### src/rtl/serial_adder.sv
// Bit-serial WIDTH-bit adder: one fa cell plus a registered carry, LSB first.
// Operands are captured on start; the result and carry land together with a one-cycle done pulse.

module fa (
    input  logic a,
    input  logic b,
    input  logic carry_in,
    output logic sum,
    output logic carry_out
);
    assign sum       = a ^ b ^ carry_in;
    assign carry_out = (a & b) | (carry_in & (a ^ b));
endmodule

module serial_adder #(
    parameter int WIDTH = 8
) (
    input  logic             clk,
    input  logic             rst,
    input  logic             start,
    input  logic [WIDTH-1:0] a,
    input  logic [WIDTH-1:0] b,
    input  logic             carry_in,
    output logic             busy,
    output logic             done,
    output logic [WIDTH-1:0] sum,
    output logic             carry_out
);
    localparam int CW = $clog2(WIDTH) + 1;

    typedef enum logic [1:0] {IDLE, RUN, DONE} state_t;

    state_t           state;
    logic [WIDTH-1:0] a_sr, b_sr, s_sr, s_next;
    logic             c_q;
    logic [CW-1:0]    cnt;
    logic             fa_sum, fa_co;

    fa u_fa (
        .a        (a_sr[0]),
        .b        (b_sr[0]),
        .carry_in (c_q),
        .sum      (fa_sum),
        .carry_out(fa_co)
    );

    // New sum bit enters at the MSB; written this way so WIDTH=1 needs no empty slice.
    always_comb begin
        s_next            = s_sr >> 1;
        s_next[WIDTH-1]   = fa_sum;
    end

    always_ff @(posedge clk) begin
        if (rst) begin
            state     <= IDLE;
            busy      <= 1'b0;
            done      <= 1'b0;
            sum       <= '0;
            carry_out <= 1'b0;
            a_sr      <= '0;
            b_sr      <= '0;
            s_sr      <= '0;
            c_q       <= 1'b0;
            cnt       <= '0;
        end else begin
            case (state)
                IDLE: begin
                    done <= 1'b0;
                    if (start) begin
                        a_sr  <= a;
                        b_sr  <= b;
                        c_q   <= carry_in;
                        cnt   <= '0;
                        state <= RUN;
                        busy  <= 1'b1;
                    end
                end
                RUN: begin
                    s_sr <= s_next;
                    c_q  <= fa_co;
                    a_sr <= a_sr >> 1;
                    b_sr <= b_sr >> 1;
                    cnt  <= cnt + 1'b1;
                    if (cnt == CW'(WIDTH - 1)) begin
                        sum       <= s_next;
                        carry_out <= fa_co;
                        state     <= DONE;
                        busy      <= 1'b0;
                        done      <= 1'b1;
                    end
                end
                DONE: begin
                    done  <= 1'b0;
                    state <= IDLE;
                end
                default: begin
                    state <= IDLE;
                    busy  <= 1'b0;
                    done  <= 1'b0;
                end
            endcase
        end
    end
endmodule

### config.mk
export PLATFORM = sky130hd
export DESIGN_NAME = serial_adder
export DESIGN_NICKNAME = d
export VERILOG_FILES = /design/src/rtl/serial_adder.sv
export SDC_FILE = /design/constraint.sdc
export NUM_CORES = 1
export LEC_CHECK = 0
export BUFFER_PORTS_ARGS = -buffer_cell sky130_fd_sc_hd__buf_2
export CAP_MARGIN = 20
export CORE_MARGIN = 4
export CORE_UTILIZATION = 49
export DETAILED_ROUTE_END_ITERATION = 16
export PLACE_DENSITY = 0.79
export SLEW_MARGIN = 0
export SYNTH_ARGS = -nofsm -noshare
export SYNTH_HDL_FRONTEND = slang
export SYNTH_HIERARCHICAL = 1
export SYNTH_SLANG_ARGS = --single-unit
### constraint.sdc
create_clock -name clk -period 1.3 [get_ports clk]
set_input_delay 0.26 -clock clk [delete_from_list [all_inputs] [get_ports clk]]
set_output_delay 0.26 -clock clk [all_outputs]
set_load 0.005 [all_outputs]
==> impl_metrics.ini <==
[status]
status = finished clean

[finish]
final_common_cell = dfxtp_1
final_cell_mix = dfxtp_1 (39), nor2_1 (30), buf_2 (30)
syn_to_final_growth_pct = 21.85
diodes = 0
drive_above_1_share_pct = 26.72
layout.nets = 253

[timing]
rsz0062_at_grt = false
clock_skew_ns = 0.006761
maxSlewHeadroom_pct = 69.79
slew_viol_final = 0
max_freq_mhz = 814.2
tns_ns = 0
final_hold_viol_count = 0
period_share_pct = 94.48
setup_viol_count_final = 0
fin_crit_ns = 1.228
finalHoldWorstSlack_ns = 0.1475
worstMarginPinSlew_ns = 0.4526

[routing]
drt_iter0_markers = 123
post_drt_wl_per_cell_um = 13.41
antenna_left = 0
wirelength_um = 3727
firstDrtPassIters = 4
vias = 1525
drc_errors = 0
post_drt_via_cell_ratio = 5.486

[pwr]
power_density_mw_per_mm2 = 1206
power_leakage_nw = 0.8244
peakVddDrop_mv = 0.8728

[logic_synthesis]
synth-seq-cells = 41
syn_inst = 197
syn-cell-area_mm2 = 0.001718
synth_nets = 219
yosysWarnings = 6
synth_area_per_cell_um2 = 8.720
ys_seq_area_share_pct = 47.78
ys_types = 34

[cts]
clk_pin_slew_worst_paths_ns = 0.11
htree_levels = 2
cts_sinks = 41
root_buffer = clkbuf_4
cts_tree = built
clockBufferDepth = 2
cts_buffers = 5
worstSkewPairLatency_ns = 0.35

[setup_path]
slowest_stage = dfxtp_1
cp-end-kind = register
cp_data_arrival_time_ns = 1.48
start_kind = register
crit_chain = nand2b_2, buf_12, o31ai_1, a21oi_1
critPathMaxFanout = 17
path_delay_family = flip-flops
cp.required_ns = 1.55
crit_buf_inv = 1
worstSetupPathType = reg -> reg
crit_path_max_incr_delay_ns = 0.38

[grt]
first_global_vias = 1435
grt.overflow.total = 0
grt_pass1_wl_um = 6306
track_usage_pct = 18.55
grt_max_degree = 19
antenna_found_initial = 0

[floorplanning]
floorplan.initialDensity_pct = 51.08
core_mm2 = 0.003363
ios = 31
rows = 21
die_h_um = 67.21
die_x_um = 67.21
dieArea_mm2 = 0.004517

[place]
portBuffers = 30
gp_congestion = 0.7549
place_hpwl_um = 2582

[job]
drv_cap = 0

[hold_path]
hold_class = in -> reg
## tightest hold or removal path, cell delays in order
cell and delay, ns:
buf_2 0.08, a22oi_1 0.06, nor2_1 0.08
## cells in the mapped netlist, drive strengths merged
| master | instances | area, um^2 |
|---|---|---|
| and3b | 1 | 8.760 |
| buf | 11 | 65.05 |
| nand3b | 2 | 15.01 |
| ha | 1 | 12.51 |
| clkbuf | 7 | 27.52 |
| a21oi | 16 | 80.08 |
| o21a | 1 | 7.510 |
| and2b | 1 | 7.510 |
| nor2 | 30 | 112.6 |
| o22ai | 6 | 37.54 |
| a31oi | 2 | 12.51 |
| nor4 | 1 | 6.260 |
| nor3b | 1 | 7.510 |
| o21ai | 1 | 5.000 |
| or3 | 1 | 6.260 |
| o21bai | 1 | 7.510 |
| o31ai | 9 | 67.56 |
| dfxtp | 41 | 820.8 |
| nor3 | 1 | 5.000 |
| a211oi | 17 | 132.6 |
| a22oi | 3 | 22.52 |
| nand2b | 2 | 15.02 |
| nand2 | 17 | 63.81 |
| o21ba | 1 | 10.01 |
| o2bb2ai | 9 | 78.83 |
| nand3 | 11 | 55.05 |
| fa | 1 | 20.02 |
| inv | 2 | 7.510 |
## metal layers
metal | routed length (um) | vias up | track usage, % | part of all wire [%]
met1 | 1699 | 705 | 22.46 | 46
met2 | 1763 | 31 | 29.82 | 47
met3 | 172 | 7 | 4.160 | 4.6
met4 | 91 | 0 | 11.39 | 2.4
li1 | - | 782 | - | -
met5 | 0 | - | 0 | 0
## final timing paths
path / from / endpoint / slack [ns] / depth (start not counted)
max: state[1]$_SDFFE_PP0P_ / sum[5]$_SDFFE_PP0P_ / 0.07 / 4
min: b[7] / b_sr[7]$_SDFFE_PP0P_ / 0.15 / 3
max reg2reg: state[1]$_SDFFE_PP0P_ / sum[5]$_SDFFE_PP0P_ / 0.07 / 4
min reg2reg: s_sr[1]$_SDFFE_PP0P_ / s_sr[1]$_SDFFE_PP0P_ / 0.47 / 2
## metrics by stage
step	std cells	area [um^2]	total power [mW]	utilization [%]	worst slack, ns
finish	278	2093	2.524	62.24	0.07174
global route	278	2093	2.631	62.24	0.0009959
CTS	277	2066	2.540	61.42	0.01042
detailed placement	268	1968	1.678	58.52	-0.03601
global placement	268	1968	1.675	58.52	0.02683
floorplan	197	1718	1.569	-	0.08396
## flip-flops by register name (all words and copies together), names as in the netlist
name	cells
a_sr	8
done	1
c_q	1
state	2
carry_out	1
s_sr	7
b_sr	8
sum	8
cnt	4
busy	1
## final cells by class
cell class	instances	area (um^2)
Fill cell	322	1270
Sequential cell	41	823.3
Multi-Input combinational cell	137	823.3
Timing Repair Buffer	44	292.8
Tap cell	46	57.56
Clock buffer	7	55.05
Clock inverter	1	30.03
Inverter	2	11.26
## logic make-up (layout without fill, tap and decap cells)
kind of cell / Yosys count / after routing / share of synthesized area [%]
buffers and inverters: 20 / 54 / 5.826
and+or+nand+nor: 68 / 69 / 17.63
AOI/OAI and AO/OA: 66 / 66 / 26.88
DFF: 41 / 41 / 47.78
adders and majority gates: 2 / 2 / 1.894
## report_power, final
part / total (mW) / leakage, nW / internal, mW / switching (mW)
logic: 0.302 / 0.443 / 0.147 / 0.155
registers: 1.36 / 0.336 / 1.32 / 0.0399
clock network: 0.866 / 0.0455 / 0.459 / 0.407
total: 2.52 / 0.824 / 1.92 / 0.602
## repair_timing
action                                  CTS  global route
endpoints found under the setup margin   11            34
resized for setup                         2             7
hold buffers                              0             0
pin swaps                                 0             0
cloned                                    1             0
buffers inserted                          0             1
Power figures use the tool's default switching activity.
